File: config.mk
export PLATFORM = sky130hd
export DESIGN_NAME = seq_multiplier_flat
export DESIGN_NICKNAME = d
export VERILOG_FILES = /design/src/rtl/mul_pkg.sv /design/src/rtl/seq_multiplier_if.sv /design/src/rtl/seq_multiplier_cond_negate.sv /design/src/rtl/seq_multiplier.sv /design/src/flat_wrapper.sv
export SDC_FILE = /design/constraint.sdc
export NUM_CORES = 1
export LEC_CHECK = 0
export CORE_UTILIZATION = 54
export DETAILED_ROUTE_END_ITERATION = 8
export PLACE_DENSITY_LB_ADDON = 0.2
export SETUP_SLACK_MARGIN = 0.3
export SYNTH_ARGS = -nofsm -noshare
export SYNTH_HDL_FRONTEND = slang
export SYNTH_HIERARCHICAL = 1
export SYNTH_SLANG_ARGS = --single-unit
File: constraint.sdc
create_clock -name clock -period 3 [get_ports clock]
set_input_delay 0.9 -clock clock [delete_from_list [all_inputs] [get_ports clock]]
set_output_delay 0.9 -clock clock [all_outputs]
set_load 0.01 [all_outputs]
File: src/rtl/mul_pkg.sv
// Shared types for the EX-stage sequential multiplier.
// Op encodings follow the RV64M MUL/MULH/MULHSU/MULHU order.
package mul_pkg;

  localparam int MUL_WIDTH = 64;

  typedef enum logic [1:0] {
    MUL_LO  = 2'd0,
    MUL_HSS = 2'd1,
    MUL_HSU = 2'd2,
    MUL_HUU = 2'd3
  } mul_op_e;

  typedef enum logic [1:0] {
    IDLE = 2'd0,
    CALC = 2'd1,
    FIX  = 2'd2,
    DONE = 2'd3
  } mul_state_e;

endpackage

File: src/rtl/seq_multiplier_if.sv
// Operand/result handshake bundle between EX stage and multiplier.
// master = EX stage side, slave = multiplier side.
interface seq_multiplier_if #(
  parameter int WIDTH = 64
);
  logic             in_valid;
  logic             in_ready;
  logic [1:0]       op;
  logic [WIDTH-1:0] a;
  logic [WIDTH-1:0] b;
  logic             flush;
  logic             out_valid;
  logic             out_ready;
  logic [WIDTH-1:0] result;

  modport master (
    output in_valid, op, a, b, flush, out_ready,
    input  in_ready, out_valid, result
  );

  modport slave (
    input  in_valid, op, a, b, flush, out_ready,
    output in_ready, out_valid, result
  );
endinterface

File: src/rtl/seq_multiplier_cond_negate.sv
// Conditional two's-complement negation.
// Used for operand magnitudes and the final product sign fix.
module cond_negate #(
  parameter int W = 64
) (
  input  logic [W-1:0] in_i,
  input  logic         neg_i,
  output logic [W-1:0] out_o
);

  assign out_o = neg_i ? (~in_i + W'(1)) : in_i;

endmodule

File: src/rtl/seq_multiplier.sv
// Multi-cycle shift-add multiplier for RV64M MUL/MULH/MULHSU/MULHU.
// One iteration per cycle, fixed latency, one operation in flight.
module seq_multiplier
  import mul_pkg::*;
#(
  parameter int WIDTH = MUL_WIDTH
) (
  input logic              clock,
  input logic              reset_n,
  seq_multiplier_if.slave  bus
);

  localparam int CW = $clog2(WIDTH);

  mul_state_e       state_q, state_d;
  mul_op_e          op_q, op_d;
  logic [WIDTH-1:0] mcand_q, mcand_d;
  logic [WIDTH-1:0] mplier_q, mplier_d;
  logic [2*WIDTH-1:0] acc_q, acc_d;
  logic [CW-1:0]    cnt_q, cnt_d;
  logic             neg_q, neg_d;
  logic [WIDTH-1:0] res_q, res_d;

  logic             sa_used;
  logic             sb_used;
  logic [WIDTH-1:0] abs_a;
  logic [WIDTH-1:0] abs_b;
  logic [2*WIDTH-1:0] prod;
  logic [WIDTH:0]   sum;

  assign sa_used = (bus.op == MUL_HSS || bus.op == MUL_HSU)
                 && bus.a[WIDTH-1];
  assign sb_used = (bus.op == MUL_HSS) && bus.b[WIDTH-1];

  cond_negate #(.W(WIDTH)) u_neg_a (
    .in_i  (bus.a),
    .neg_i (sa_used),
    .out_o (abs_a)
  );

  cond_negate #(.W(WIDTH)) u_neg_b (
    .in_i  (bus.b),
    .neg_i (sb_used),
    .out_o (abs_b)
  );

  cond_negate #(.W(2*WIDTH)) u_neg_p (
    .in_i  (acc_q),
    .neg_i (neg_q),
    .out_o (prod)
  );

  // Carry bit of the upper-half add shifts down into the accumulator MSB
  assign sum = {1'b0, acc_q[2*WIDTH-1:WIDTH]}
             + {1'b0, (mplier_q[0] ? mcand_q : '0)};

  always_comb begin
    state_d  = state_q;
    op_d     = op_q;
    mcand_d  = mcand_q;
    mplier_d = mplier_q;
    acc_d    = acc_q;
    cnt_d    = cnt_q;
    neg_d    = neg_q;
    res_d    = res_q;
    unique case (state_q)
      IDLE: begin
        if (bus.in_valid && !bus.flush) begin
          state_d  = CALC;
          op_d     = mul_op_e'(bus.op);
          mcand_d  = abs_a;
          mplier_d = abs_b;
          neg_d    = sa_used ^ sb_used;
          acc_d    = '0;
          cnt_d    = CW'(WIDTH-1);
        end
      end
      CALC: begin
        if (bus.flush) begin
          state_d = IDLE;
        end else begin
          acc_d    = {sum, acc_q[WIDTH-1:1]};
          mplier_d = mplier_q >> 1;
          cnt_d    = cnt_q - CW'(1);
          if (cnt_q == '0) state_d = FIX;
        end
      end
      FIX: begin
        if (bus.flush) begin
          state_d = IDLE;
        end else begin
          res_d   = (op_q == MUL_LO) ? prod[WIDTH-1:0]
                                     : prod[2*WIDTH-1:WIDTH];
          state_d = DONE;
        end
      end
      DONE: begin
        if (bus.flush || bus.out_ready) state_d = IDLE;
      end
      default: state_d = IDLE;
    endcase
  end

  always_ff @(posedge clock or negedge reset_n) begin
    if (!reset_n) begin
      state_q  <= IDLE;
      op_q     <= MUL_LO;
      mcand_q  <= '0;
      mplier_q <= '0;
      acc_q    <= '0;
      cnt_q    <= '0;
      neg_q    <= 1'b0;
      res_q    <= '0;
    end else begin
      state_q  <= state_d;
      op_q     <= op_d;
      mcand_q  <= mcand_d;
      mplier_q <= mplier_d;
      acc_q    <= acc_d;
      cnt_q    <= cnt_d;
      neg_q    <= neg_d;
      res_q    <= res_d;
    end
  end

  assign bus.in_ready  = (state_q == IDLE);
  assign bus.out_valid = (state_q == DONE);
  assign bus.result    = res_q;

endmodule

File: src/flat_wrapper.sv
// flat-port wrapper written by rule: the top's interface ports become plain ports
module seq_multiplier_flat import mul_pkg::*;
#(
  parameter int WIDTH = MUL_WIDTH
)
  (clock, reset_n, bus_in_valid, bus_op, bus_a, bus_b, bus_flush, bus_out_ready, bus_in_ready, bus_out_valid, bus_result);
  seq_multiplier_if #(.WIDTH(WIDTH)) bus_i ();
  input logic clock;
  input logic reset_n;
  input wire logic [$bits(bus_i.in_valid)-1:0] bus_in_valid;
  input wire logic [$bits(bus_i.op)-1:0] bus_op;
  input wire logic [$bits(bus_i.a)-1:0] bus_a;
  input wire logic [$bits(bus_i.b)-1:0] bus_b;
  input wire logic [$bits(bus_i.flush)-1:0] bus_flush;
  input wire logic [$bits(bus_i.out_ready)-1:0] bus_out_ready;
  output wire logic [$bits(bus_i.in_ready)-1:0] bus_in_ready;
  output wire logic [$bits(bus_i.out_valid)-1:0] bus_out_valid;
  output wire logic [$bits(bus_i.result)-1:0] bus_result;
  assign bus_i.in_valid = bus_in_valid;
  assign bus_i.op = bus_op;
  assign bus_i.a = bus_a;
  assign bus_i.b = bus_b;
  assign bus_i.flush = bus_flush;
  assign bus_i.out_ready = bus_out_ready;
  assign bus_in_ready = bus_i.in_ready;
  assign bus_out_valid = bus_i.out_valid;
  assign bus_result = bus_i.result;
  seq_multiplier #(.WIDTH(WIDTH)) u_core (.clock(clock), .reset_n(reset_n), .bus(bus_i));
endmodule
======== Yosys cells after proc, flatten, opt, wreduce, memory -nomap -nowiden ========
Cells that the tools add are included.
storage, ports and cells
  register bits ........................... 331
  output and inout port bits .............. 66
  word-level logic and storage cells ...... 61
operators by class
  add/subtract/negate cells ............... 5
  equal/unequal tests ..................... 9
  multiplexer cells ....................... 20
  bitwise logic cells ..................... 5
  reduce and logical (&&, ||, !) cells .... 14
operators by type and width
  operator                                                number
  two-way mux 128 bit                                     3
  two-way mux 64 bit                                      6
  case mux 128 bit (2 select lines)                       1
  adder 128 x 1 -> 128 bit (second input constant)        1
  adder 64 x 1 -> 64 bit (second input constant)          2
  inverter 128 bit                                        1
  inverter 64 bit                                         2
  case mux 64 bit (2 select lines)                        1
  adder 64 x 64 -> 65 bit                                 1
  two-way mux 6 bit                                       2
  case mux 6 bit (2 select lines)                         1
  two-way mux 2 bit                                       5
  case mux 2 bit (4 select lines)                         1
  equality test 2 bit (second input constant)             3
  logical NOT 6 bit                                       1
  AND reduction 3 bit                                     2
  subtractor 6 x 1 -> 6 bit (second input constant)       1
  equality test 2 x 1 -> 1 bit (second input constant)    2
  logical NOT 2 bit                                       2
  inequality test 2 x 1 -> 1 bit (second input constant)  2
  AND reduction 2 bit                                     2
  logical AND 1 bit                                       3
  inequality test 3 x 2 -> 1 bit (second input constant)  1
  logical OR 1 bit                                        2
  other kinds (5)                                         5

======== Logic depth before layout (Yosys ltp) ========
Gate-level depths: netlist of the first run.
  depth in word-level cells ............... 5
  gate-level depth with buffers ........... 15
  mapped depth without buffers ............ 14

======== Cells and area by module ========
Netlist of the first run, hierarchy kept.
modules (own cells, without submodules)
  module                            times used  cells an instance  area each (µm²)
  seq_multiplier                    1           1890               17257.8
  cond_negate (u_core.u_neg_p)      1           520                3305.7
  cond_negate (u_core.u_neg_a ...)  2           206                1649.1

======== Worst setup path before layout of the first run ========
Ideal clock, no wire load.
  path type ............................... flip-flop to flip-flop
  from .................................... reg u_core.mplier_q[0]
  to ...................................... reg u_core.acc_q[112]
  library setup time ...................... 0.131 ns
  arrival ................................. 3.034 ns
  required time ........................... 2.869 ns
  path slack .............................. -0.165 ns
  cell stages (with the launch flop) ...... 15
  period minus slack after synthesis ...... 3.165 ns
  path through ............................ dfrtp_1 -> clkbuf_1 -> clkbuf_1 -> and2_1 -> ha_1 -> clkbuf_1 -> a21oi_1 -> o21ai_1 -> or3_1 -> o22ai_2 -> o31ai_4 -> a31oi_4 -> o21ai_2 -> nor4b_1 -> or3_1
between the ends
  longest elaborated chain between the ends .. 4
RTL lines
  element                            line                   source
  start, declared                    seq_multiplier.sv:18   logic [WIDTH-1:0] mplier_q, mplier_d;
  start signal, assigned             seq_multiplier.sv:118  mplier_q <= mplier_d;
  two-way mux 64 bit                 seq_multiplier.sv:55   + {1'b0, (mplier_q[0] ? mcand_q : '0)};
  adder 64 x 64 -> 65 bit            seq_multiplier.sv:55
  two-way mux 128 bit                seq_multiplier.sv:79   if (bus.flush) begin
  case mux 128 bit (2 select lines)  seq_multiplier.sv:66   unique case (state_q)
  end signal, assigned               seq_multiplier.sv:110  acc_q <= '0;
  end signal, assigned               seq_multiplier.sv:119  acc_q <= acc_d;
  end, declared                      seq_multiplier.sv:19   logic [2*WIDTH-1:0] acc_q, acc_d;
No other way between the ends. The select of a mux whose other input is x is not followed.
A chain may end at the register's enable or synchronous reset.

======== Worst setup path in the final report of the first run ========
  from .................................... reg u_core.mplier_q[0]
  to ...................................... reg u_core.acc_q[113]
The elaborated chain is that of the path after synthesis.

==> results of run 1 <==
-- power by group through the flow --
stage / logic [µW] / registers [µW] / clock network, µW
global route: 11200 / 5960 / 5240
finish: 10700 / 5930 / 5050
floorplan: 4470 / 5620 / 0
detailed placement: 7900 / 5790 / 0
CTS: 9080 / 5800 / 5030
global placement: 7750 / 5760 / 0
-- path summary, 6_finish.rpt --
kind / endpoint / startpoint
max: u_core/acc_q[113] / u_core/mplier_q[0]
min: u_core/mplier_q[10] / reset_n
max reg2reg: u_core/acc_q[113] / u_core/mplier_q[0]
min reg2reg: u_core/mcand_q[47] / u_core/mcand_q[47]
max in group asynchronous: u_core/mcand_q[56] / reset_n
min in group clock: u_core/mcand_q[47] / u_core/mcand_q[47]
-- worst max-delay path, cell delays in order (launching register included) --
cell     delay (ns)
dfrtp_2        0.44
buf_12         0.17
buf_16         0.14
and2_1         0.16
ha_1           0.35
a21o_1         0.25
a31oi_2        0.41
a21oi_1        0.29
a221o_1        0.47
a21oi_2        0.14
buf_6          0.15
nor2_1         0.08
a21oi_2        0.17
xor2_1         0.22
o21ai_1        0.09
-- cell families after synthesis --
| kind of cell | synth area share [%] |
|---|---|
| AND/OR/NAND/NOR | 23.7 |
| AO/OA/AOI/OAI | 20.4 |
| flip-flops | 34.7 |
| XOR/XNOR | 11.4 |
| buffers and inverters | 3.30 |
| adder cells (fa/ha/maj) | 3.75 |
| multiplexers | 2.77 |
-- flip-flops by register name, indices dropped and copies added, names as in the netlist --
signal / cells
u_core/bus.result: 64
u_core/op_q: 2
u_core/mcand_q: 64
u_core/mplier_q: 64
u_core/acc_q: 128
u_core/neg_q: 1
u_core/state_q: 2
u_core/cnt_q: 6
-- through the flow --
| step | util (%) | power, µW | instance area [µm²] |
|---|---|---|---|
| floorplan | - | 10100 | 24600 |
| global placement | 71.6 | 13500 | 31000 |
| CTS | 81.4 | 19900 | 35300 |
| finish | 86.3 | 21700 | 37400 |
| global route | 86.3 | 22400 | 37400 |
| detailed placement | 71.6 | 13700 | 31000 |
-- metal layers --
metal	track usage, %	vias up	wire, µm	part of all wire [%]
met5	0	-	0	0
li1	-	11800	-	-
met1	51.4	13300	37600	38
met4	16.7	0	5860	5.9
met2	63.4	1841	46000	47
met3	6.84	502	9180	9.3
-- what timing repair did --
item / CTS / global route
endpoints found under the setup margin: 154 / 182
gates resized for setup: 413 / 355
gates cloned: 6 / 1
pin swaps: 195 / 248
buffers inserted: 92 / 82
-- layout make-up --
cell class	count	area [µm²]	share of cell area [%]
clock buffers	54	1140	3.06
multi-input cells	2295	18500	49.6
inverters	38	145	0.388
clock inverters	16	206	0.552
repair buffers	930	8340	22.3
flip-flops and latches	331	8300	22.2
well taps	585	732	1.96
-- cells in the final DEF (no fill, tap or decap), drive strengths merged, types with 6 or more instances in the layout --
master / Yosys / layout
inv: 37 / 40
dlygate4sd2: 0 / 7
nor4b: 7 / 7
nand2: 562 / 562
or3: 41 / 41
xor2: 30 / 30
or4: 38 / 38
a21oi: 146 / 146
nor3: 61 / 61
o41ai: 56 / 56
nand2b: 18 / 18
nor2: 155 / 155
o21bai: 12 / 12
a211oi: 6 / 6
a22oi: 65 / 65
dlymetal6s2s: 0 / 48
a21o: 39 / 39
a22o: 60 / 60
nor4: 49 / 49
nand3: 50 / 51
a31oi: 22 / 22
mux2i: 66 / 66
and2: 69 / 69
buf: 30 / 733
xnor2: 280 / 280
nand4: 47 / 47
o31ai: 85 / 85
ha: 70 / 70
clkdlybuf4s50: 0 / 124
o21ai: 177 / 177
or2: 15 / 15
nor2b: 10 / 10
clkinv: 1 / 11
clkbuf: 129 / 67
dfrtp: 331 / 331
==> flow_summary.json, run 1 <==
{
  "fin_setup_tns_ns": -8.40,
  "power.density_nw_per_um2": 580,
  "tightest_slew_ns": 0.834,
  "synth_cells": 2822,
  "grt_start_max_net_pins": 109,
  "final_nets": 3842,
  "cts_hold_buf": 0,
  "row_count": 76,
  "p_switching_uw": 8870,
  "seqPwrFrac_pct": 27.3,
  "drv_cap": 0,
  "synth-async-reset-ratio_pct": 100,
  "synth_common_cells": "nand2_1, dfrtp_1, xnor2_1, nor2_1",
  "synth_edf_count": 0,
  "wl_per_cell_um": 23.2,
  "ys_warn_count": 6,
  "crit_required_ns": 3.48,
  "drt-initial-drc-count": 3061,
  "leakage_uw": 0.0170,
  "critPathArrivalTime_ns": 4.14,
  "finalWirelength_mm": 98.7,
  "startpoint_type": "register",
  "synthDistinctLibCells": 93,
  "syn-cell-area_um2": 23900,
  "numCtsBuffers": 40,
  "p_clk_share_pct": 23.3,
  "ant_nets": 0,
  "yosysSeqAreaShare_pct": 34.7,
  "die_x_um": 212,
  "yosysTopAreaCellShare_pct": 34.7,
  "violations": "negative setup slack",
  "finalCriticalPeriod_ns": 3.65,
  "drv_slew": 0,
  "internal_power_uw": 12800,
  "syn-num-nets": 3028,
  "initial_utilization_pct": 55.0,
  "ys_ff_latch": 331,
  "coreArea_um2": 43400,
  "grt_overflow": 0,
  "switching_share_pct": 40.9,
  "period_share_pct": 122,
  "worst_clock_skew_ns": 0.0407,
  "r2r_slack_ns": -0.65,
  "fmax_ghz": 0.274,
  "globalplace.congestion": 1.04,
  "grt_pass1_wl_mm": 139,
  "clockBufferDepth": 3,
  "n_antenna_cell": 0,
  "hold_viol_final": 0,
  "place_ws_ns": -0.518,
  "ir_drop_v": 0.000507,
  "cts-htree-levels": 2,
  "port_buffers": 200,
  "stdcell_count": 4249,
  "ios": 201,
  "cp-end-kind": "register",
  "post-dp-hpwl_mm": 61.1,
  "drc": 0,
  "drive_above_1_share_pct": 37.1,
  "track_usage_pct": 39.1,
  "slew_headroom_pct": 44.3,
  "clkLatencyLatePin_ns": 0.60,
  "cts_tree": "yes",
  "setup_ws_ns": -0.653,
  "firstDrtPassIters": 6,
  "area_growth_pct": 56.8,
  "cp_max_fo": 8,
  "setup_viol": 36,
  "r2r_cells": 14,
  "root_buffer": "clkbuf_16",
  "num_vias": 27400,
  "yosys_most_used_dff": "dfrtp_1",
  "die_y_um": 212,
  "synth_top_area_cell": "dfrtp_1",
  "fillers": 2250,
  "rsz0062_at_grt": "yes",
  "status": "complete, but fails checks",
  "path_clk_slew_ns": 0.06,
  "via_per_inst": 6.44,
  "antenna_found_initial": 0,
  "hold_class": "primary input to asynchronous set/reset pin",
  "grt_pass1_vias": 25800,
  "avgSynthCellArea_um2": 8.46,
  "p_comb_share_pct": 49.4,
  "yosysMostFrequentCell": "nand2_1",
  "dieArea_um2": 45000,
  "critPathKind": "register to register",
  "synth_area_leaders": "dfrtp_1, xnor2_1, nand2_1",
  "clock_sinks": 331,
  "dp.cells": 3998,
  "worst_hold_slack_ns": 0.285
}
Power figures use the tool's default switching activity.
==> run 2, diff against run 1 <==
--- a/config.mk
+++ b/config.mk
@@ -5,7 +5,7 @@
 export SDC_FILE = /design/constraint.sdc
 export NUM_CORES = 1
 export LEC_CHECK = 0
-export CORE_UTILIZATION = 54
+export CORE_UTILIZATION = 60
 export DETAILED_ROUTE_END_ITERATION = 8
 export PLACE_DENSITY_LB_ADDON = 0.2
 export SETUP_SLACK_MARGIN = 0.3
==> constraint.sdc (replaced) <==
create_clock -name clock -period 4.1 [get_ports clock]
set_input_delay 1.23 -clock clock [delete_from_list [all_inputs] [get_ports clock]]
set_output_delay 1.23 -clock clock [all_outputs]
set_load 0.01 [all_outputs]
==> flow_summary.json, run 2 (synthesis gave the netlist of run 1 again) <==
{
  "grt_pass1_wl_mm": 116,
  "tightest_slew_ns": 0.851,
  "track_usage_pct": 35.6,
  "slew_headroom_pct": 42.7,
  "rsz0062_at_grt": "no",
  "holdPathEnd": "u_core/mcand_q[56]",
  "antenna_found_initial": 0,
  "worst_hold_slack_ns": 0.466,
  "root_buffer": "clkbuf_16",
  "internal_power_uw": 7730,
  "path_clk_slew_ns": 0.06,
  "cts-htree-levels": 2,
  "dp.cells": 3452,
  "wl_per_cell_um": 20.8,
  "globalplace.congestion": 0.974,
  "port_buffers": 200,
  "drv_slew": 0,
  "finalWirelength_mm": 73.2,
  "cts_hold_buf": 0,
  "drive_above_1_share_pct": 8.55,
  "hold_viol_final": 0,
  "die_x_um": 201,
  "largest_register_ffs": 128,
  "ir_drop_v": 0.000295,
  "p_clk_share_pct": 28.9,
  "p_comb_share_pct": 37.0,
  "fillers": 3075,
  "worstHoldPathCells": 2,
  "numCtsBuffers": 38,
  "area_growth_pct": 17.1,
  "startpoint_type": "primary input",
  "row_count": 72,
  "r2r_end": "u_core/acc_q[125]",
  "drt-initial-drc-count": 2045,
  "fin_setup_tns_ns": 0,
  "drc": 0,
  "regMostFlops": "u_core/acc_q",
  "die_y_um": 201,
  "grt_pass1_vias": 21300,
  "ios": 201,
  "p_switching_uw": 4950,
  "mostFrequentLayoutCell": "nand2_1",
  "reg2reg_from": "u_core/mplier_q[0]",
  "status": "complete, no violations",
  "power.density_nw_per_um2": 454,
  "cts_tree": "yes",
  "clock_sinks": 331,
  "n_antenna_cell": 0,
  "hold_start": "u_core/mcand_q[56]",
  "final_cell_mix": "nand2_1, dfrtp_1, xnor2_1",
  "setup_viol": 0,
  "cp_max_fo": 5,
  "worst_clock_skew_ns": 0.0264,
  "critPathArrivalTime_ns": 4.12,
  "num_vias": 22500,
  "initial_utilization_pct": 61.3,
  "seqPwrFrac_pct": 34.2,
  "clockBufferDepth": 3,
  "fmax_ghz": 0.272,
  "clkLatencyLatePin_ns": 0.57,
  "period_share_pct": 89.6,
  "firstDrtPassIters": 6,
  "ant_nets": 0,
  "grt_overflow": 0,
  "critPathKind": "primary input to register",
  "grt_start_max_net_pins": 132,
  "hold_class": "register to register",
  "crit_required_ns": 4.55,
  "post-dp-hpwl_mm": 53.5,
  "r2r_cells": 14,
  "final_nets": 3183,
  "via_per_inst": 6.38,
  "coreArea_um2": 38900,
  "leakage_uw": 0.0122,
  "stdcell_count": 3524,
  "dieArea_um2": 40600,
  "switching_share_pct": 39.1,
  "finalCriticalPeriod_ns": 3.67,
  "power.total_uw": 12700,
  "drv_cap": 0,
  "cp-end-kind": "register",
  "r2r_slack_ns": 0.49
}
## run 2: cell types whose count changed in the layout (fill, tap and decap cells not counted), moves of 33 or more
cell / delta
o31ai_4: -33
dlymetal6s2s_1: -48
buf_4: -553
o21ai_0: +64
a21oi_1: +45
ha_4: -43
xnor2_2: -37
buf_6: -76
o21ai_1: -36
clkdlybuf4s50_1: +75
ha_1: +45
xnor2_1: +39
## run 2: worst max-delay path by stage
stage / slack (ns) / to / cells past startpoint / startpoint
2_1_floorplan: 0.88 / u_core/mplier_q[60] / 7 / bus_b[32]
3_3_place_gp: 0.03 / u_core/mplier_q[54] / 9 / bus_b[33]
3_5_place_dp: -0.08 / u_core/mplier_q[62] / 9 / bus_b[33]
4_1_cts: 0.37 / u_core/acc_q[125] / 15 / u_core/mplier_q[0]
5_1_grt: 0.30 / u_core/acc_q[127] / 15 / u_core/mplier_q[0]
6_report: 0.43 / u_core/mplier_q[62] / 9 / bus_b[33]
## run 2: critical path, stage by stage
cell	delay, ns
clkdlybuf4s50_1	0.50
or4_4	0.60
nor4_1	0.56
buf_4	0.21
nand4_2	0.21
o41ai_1	0.41
xnor2_1	0.13
a22oi_1	0.21
nand2_1	0.07
## run 2: power by group through the flow
stage | sequential (µW) | combinational, µW | clock [µW]
6_report | 4330 | 4690 | 3660
4_1_cts | 4310 | 4570 | 3710
5_1_grt | 4390 | 5070 | 3820
3_5_place_dp | 4360 | 4540 | 0
3_3_place_gp | 4340 | 4460 | 0
2_1_floorplan | 4100 | 3120 | 0
## run 2: final cells by class
cell class,count,area [µm²],area share [%]
clock buffers,50,1060,3.78
multi-input cells,2294,14800,53.1
clock inverters,19,280,1.00
flip-flops and latches,331,8290,29.6
well taps,518,648,2.32
inverters,38,143,0.510
repair buffers,274,2690,9.62
## run 2: repair_timing
action	in CTS	in global routing
setup buffers	0	3
endpoints found under the setup margin	0	11
hold endpoints to repair	0	0
gates resized for setup	0	3
## run 2: routing by layer
layer | vias to the layer above | GRT usage [%] | share of wire (%)
met5 | - | 0 | 0
met4 | 0 | 11.6 | 2.9
met3 | 142 | 4.49 | 7.8
met2 | 1019 | 55.0 | 45
met1 | 10900 | 51.7 | 44
li1 | 10400 | - | -
## run 2: stage by stage
stage | utilization, % | instance area, µm² | setup WS (ns)
floorplan | - | 23900 | 0.877
detailed placement | 68.3 | 26600 | -0.0848
finish | 71.8 | 27900 | 0.428
global route | 71.8 | 27900 | 0.303
global placement | 68.3 | 26600 | 0.0335
CTS | 71.7 | 27900 | 0.372
==> variant 1 (config.mk and constraints of run 1) <==
Encoding of `mul_state_e`: now one-hot (4 bits for 4 states).
--- a/src/rtl/mul_pkg.sv
+++ b/src/rtl/mul_pkg.sv
@@ -11,11 +11,11 @@
     MUL_HUU = 2'd3
   } mul_op_e;
 
-  typedef enum logic [1:0] {
-    IDLE = 2'd0,
-    CALC = 2'd1,
-    FIX  = 2'd2,
-    DONE = 2'd3
+  typedef enum logic [3:0] {
+    IDLE = 4'b0001,
+    CALC = 4'b0010,
+    FIX  = 4'b0100,
+    DONE = 4'b1000
   } mul_state_e;
 
 endpackage
Formal check against the unedited RTL: same outputs for any inputs over 4 cycles, from zero or initial values and one cycle with reset_n low; so few cycles prove little.
==> variant 1 against run 1 <==
- the flow still finishes with violations (negative setup slack)
- synthesized area is 0.21% lower
- setup slack better by 0.34 ns
- combinational power is 42% higher
- utilization is 4.7 points lower
- power is 24% higher
- first-iteration DRC count is 12% lower
- cell area is 5.6% lower
- sequential cell count is 2 higher
- routed wire length is 11% lower
- critical path type unchanged
- highest routed layer unchanged
==> variant 1: results (changes against run 1) <==
status -> complete, but fails checks
failing checks -> negative setup slack
inverter count -> 34 (-11%)
register area -> 0.00834 mm2 (+0.48%)
clkbuf count -> 53 (-1.9%)
register area share after synthesis -> 0.350 (+0.00290)
slowest stage delay, CP -> 0.43 ns (-0.04 ns)
Signal buffers -> 828 (-11%)
Tot GR Track Use -> 0.379 (-0.0122)
worst slew pin tran -> 0.903 ns (+0.0684 ns)
final setup fails -> 27 (-25%)
Initial DRC Count -> 2686 (-12%)
nets -> 3701 (-3.7%)
Area Growth Syn to Fin -> 48.3%
CP arrival -> 3.81 ns (-0.33 ns)
clock-cell share of area -> 0.0393 (+0.00314)
Synth top cells by count -> nand2_1, dfrtp_1, xnor2_1
pin count of the biggest net entering global routing -> 89 (-18%)
antenna violations before repair -> 1 (+1)
worst slack, placed -> -0.512 ns (+0.00627 ns)
Critical-path top delay cell -> dfrtp_2
FF-to-FF path depth -> 15 (+1)
Layout non-clock buf frac -> 0.204 (-0.0188)
first-pass GRT wire length -> 135000 um (-3.3%)
final worst setup slack -> -0.309 ns (+0.344 ns)
crit path max fanout -> 20 (+12)
peak supply drop -> 0.608 mV (+20%)
layout cells sized above 1 -> 0.325 (-0.0457)
area occupied by multi-input gates -> 0.0175 mm2 (-5.5%)
Layout Skew -> 0.0307 ns (-0.0100 ns)
routed vias -> 25.5k (-6.9%)
Min Hold Slack -> 0.252 ns (-0.0333 ns)
non-filler instance count after layout -> 4109 (-3.3%)
Multi-Input Combinational -> 2258 (-1.6%)
Cells after Synth -> 2774 (-1.7%)
placed cells -> 3961 (-0.93%)
-- variant 1: cell count changes in the layout (fill, tap and decap cells not counted), sizes merged, moves of 7 or more --
cell                  run 1  this run
a21oi                   146        80
a22o                     60        73
a31oi                    22        13
buf                     733       631
clkbuf                   67        56
clkdlybuf4s15             5        12
dlygate4sd2               7        41
dlymetal6s2s             48        11
nand2                   562       607
nand3                    51        43
nor2                    155        92
o21ai                   177       230
-- variant 1: through the flow --
step	power [mW]	setup TNS (ns)
floorplan	13.3	-0.250
global placement	18.2	-31.71
detailed placement	18.5	-38.92
CTS	25.0	-2.76
global route	28.0	-7.28
finish	26.9	-3.82
-- variant 1: logic make-up (layout without fill, tap and decap cells) --
logic type	count (synthesis)	after routing	synth area share
AND/OR/NAND/NOR	1105	1106	0.229
AO/OA/AOI/OAI	704	704	0.207
flip-flops	333	333	0.350
XOR/XNOR	313	313	0.115
buffers and inverters	184	933	0.0343
adder cells (fa/ha/maj)	71	71	0.0376
multiplexers	64	64	0.0269
-- variant 1: metal layers --
| layer | share of wire | track usage |
|---|---|---|
| met2 | 0.46 | 0.610 |
| met3 | 0.079 | 0.0552 |
| met5 | 0 | 0 |
| met4 | 0.051 | 0.178 |
| met1 | 0.41 | 0.502 |
-- variant 1: report_power, final --
group	internal, mW	switching [mW]
combinational	6.61	8.61
clock	3.12	2.04
sequential	5.56	0.932
total	15.3	11.6
-- variant 1: what timing repair did --
| action | 4_1_cts | 5_1_grt |
|---|---|---|
| pin swaps | 117 | 162 |
| gates cloned | 2 | 1 |
| resized for setup | 307 | 236 |
| buffers inserted | 45 | 29 |
| setup endpoints to repair | 168 | 168 |
==> variant 2 (config.mk and constraints of run 1) <==
Without the edit above. Change the package constant `MUL_WIDTH` from 64 to 32.
--- a/src/rtl/mul_pkg.sv
+++ b/src/rtl/mul_pkg.sv
@@ -2,7 +2,7 @@
 // Op encodings follow the RV64M MUL/MULH/MULHSU/MULHU order.
 package mul_pkg;
 
-  localparam int MUL_WIDTH = 64;
+  localparam int MUL_WIDTH = 32;
 
   typedef enum logic [1:0] {
     MUL_LO  = 2'd0,
Interface: changed (resized bus_a, bus_b and bus_result); port bits go from 201 to 105. No check against the original RTL was run, so the function may have changed too.
==> variant 2 against run 1 <==
- power down 59%
- largest power group unchanged
- cell area down 60%
- setup slack improved by 0.93 ns
- die area is 49% lower
- largest cell class unchanged
- synthesized area decreased by 50%
- routed wire length shrank 70%
- sequential cell count fell by 161
- critical endpoint is now u_core/acc_q[57]$_DFFE_PN0P_
==> variant 2: results (changes against run 1) <==
CTS resizes -> 22 (-95%)
DRC Markers -> 0 (unchanged)
asr flop ratio synth -> 1.00 (unchanged)
HPWL after DPL -> 21600 um (-65%)
nets -> 1602 (-58%)
placed cells -> 1728 (-57%)
met1 usage -> 0.383 (-0.131)
Min Hold Slack -> 0.419 ns (+0.134 ns)
Hold Crit Class -> in -> async
final wirelength -> 29900 um (-70%)
htree depth -> 4 (+2)
most flop-heavy register -> u_core/acc_q
sw power -> 3.38 mW (-62%)
GR Layer Usage met2 -> 0.414 (-0.220)
Clock Root Buffer -> clkbuf_16
first-pass GRT wire length -> 47900 um (-66%)
Clock Path Buffers -> 2 (-1)
Worst path top cell family by delay -> compound AO/OA/AOI/OAI gates
Layout Skew -> 0.00726 ns (-0.0334 ns)
Synth top cells by count -> nand2_1, dfrtp_1, xnor2_1
routability cong. -> 0.893 (-14%)
non-filler instance count after layout -> 1785 (-58%)
layout cells sized above 1 -> 0.185 (-0.186)
Syn Nets -> 1458 (-52%)
register area share after synthesis -> 0.354 (+0.00638)
max FFs per register -> 64 (-50%)
post-CTS setup buffer count -> 11 (-88%)
pin count of the biggest net entering global routing -> 73 (-33%)
met3 Use GR -> 0.0295 (-0.0389)
Port Buf Inserts -> 104 (-48%)
DR pass1 iterations -> 5 (-1)
peak supply drop -> 0.377 mV (-26%)
slew margin rel. -> 0.407 (-0.0356)
flop2flop setup slack -> 0.28 ns (+0.93 ns)
Initial DRC Count -> 735 (-76%)
Critical-path top delay cell -> dfrtp_2
CTS clk-pin slew, worst paths -> 0.07 ns
post-synthesis cell type count -> 77 (-17%)
slowest stage delay, CP -> 0.44 ns (-0.03 ns)
CTS Buf Count -> 17 (-57%)
Pleak -> 6.36 nW (-63%)
Synth area leaders -> dfrtp_1, xnor2_1, nand2_1
Via-to-Cell Ratio -> 5.86 (-9.0%)
Yosys Warn Count -> 6 (unchanged)
diodes inserted -> 0 (unchanged)
Post-DP Area -> 0.0138 mm2 (-56%)
Clk Latency, worst-skew pair -> 0.43 ns (-0.17 ns)
antenna violations before repair -> 0 (unchanged)
Avg Inst Size Synth -> 8.93 um2 (+5.6%)
crit path max fanout -> 6 (-2)
Tot GR Track Use -> 0.263 (-0.128)
status -> completed
vias in the first global route -> 9653 (-63%)
Main synth FF type -> dfrtp_1
-- variant 2: changes by cell type after synthesis, sizes merged, moves of 74 or more --
cell,run 1,this run
clkbuf,129,55
xnor2,280,138
o21ai,177,101
nor2,155,66
dfrtp,331,170
nand2,562,243
-- variant 2: metrics by stage --
stage	TNS, ns	utilization	worst slack (ns)
after detailed placement	-0.0304	0.630	-0.0304
after global routing	0	0.688	0.209
after CTS	0	0.667	0.266
after global placement	0	0.630	0.0913
after floorplan	0	-	0.332
final	0	0.688	0.276
-- variant 2: worst paths after layout --
path | end | start | depth (start not counted)
setup / recovery | u_core/acc_q[57]$_DFFE_PN0P_ | u_core/mplier_q[0]$_DFFE_PN0P_ | 11
max in group asynchronous | u_core/acc_q[32]$_DFFE_PN0P_ | reset_n | 2
min in group clock | u_core/mcand_q[11]$_DFFE_PN0P_ | u_core/mcand_q[11]$_DFFE_PN0P_ | 2
setup reg to reg | u_core/acc_q[57]$_DFFE_PN0P_ | u_core/mplier_q[0]$_DFFE_PN0P_ | 11
hold / removal | u_core/mplier_q[22]$_DFFE_PN0P_ | reset_n | 1
hold reg to reg | u_core/mcand_q[11]$_DFFE_PN0P_ | u_core/mcand_q[11]$_DFFE_PN0P_ | 2
-- variant 2: power groups by stage --
| stage | Sequential [mW] | Clock, mW | Combinational [mW] |
|---|---|---|---|
| floorplan | 2.89 | 0 | 2.35 |
| global placement | 3.03 | 0 | 3.18 |
| detailed placement | 3.05 | 0 | 3.22 |
| CTS | 3.01 | 2.23 | 3.38 |
| global route | 3.09 | 2.34 | 4.04 |
| finish | 3.05 | 2.20 | 3.71 |
-- variant 2: final cells by class --
class	instances	area (um2)
Multi-Input combinational cell	1085	7880
Fill cell	1708	6810
Sequential cell	170	4270
Timing Repair Buffer	197	1850
Clock buffer	20	457
Tap cell	280	350
Clock inverter	12	129
Inverter	21	78.8
-- variant 2: worst register-to-register path: stages (launching register included) --
cell,delay (ns)
dfrtp_2,0.44
buf_6,0.13
and2_4,0.14
ha_4,0.25
buf_4,0.14
nand2_1,0.06
nor2_1,0.06
a211o_4,0.35
o2111ai_4,0.30
a21oi_2,0.11
or4_1,0.40
a32o_1,0.24
-- variant 2: cell families (layout without fill, tap and decap cells) --
logic type                 Yosys count  count (layout)  share of synthesized area
and+or+nand+nor                    493             493                      0.216
xor gates and xnor gates           149             149                      0.108
muxes                               51              51                     0.0424
DFF                                170             170                      0.354
buffers and inverters               93             250                     0.0332
adders and majority gates           39              39                     0.0412
AOI/OAI and AO/OA                  353             353                      0.205
-- variant 2: layer usage --
layer,share of wire,routed length [um]
met4,0.012,362
met5,0,0
met3,0.046,1380
met2,0.46,13800
met1,0.48,14400
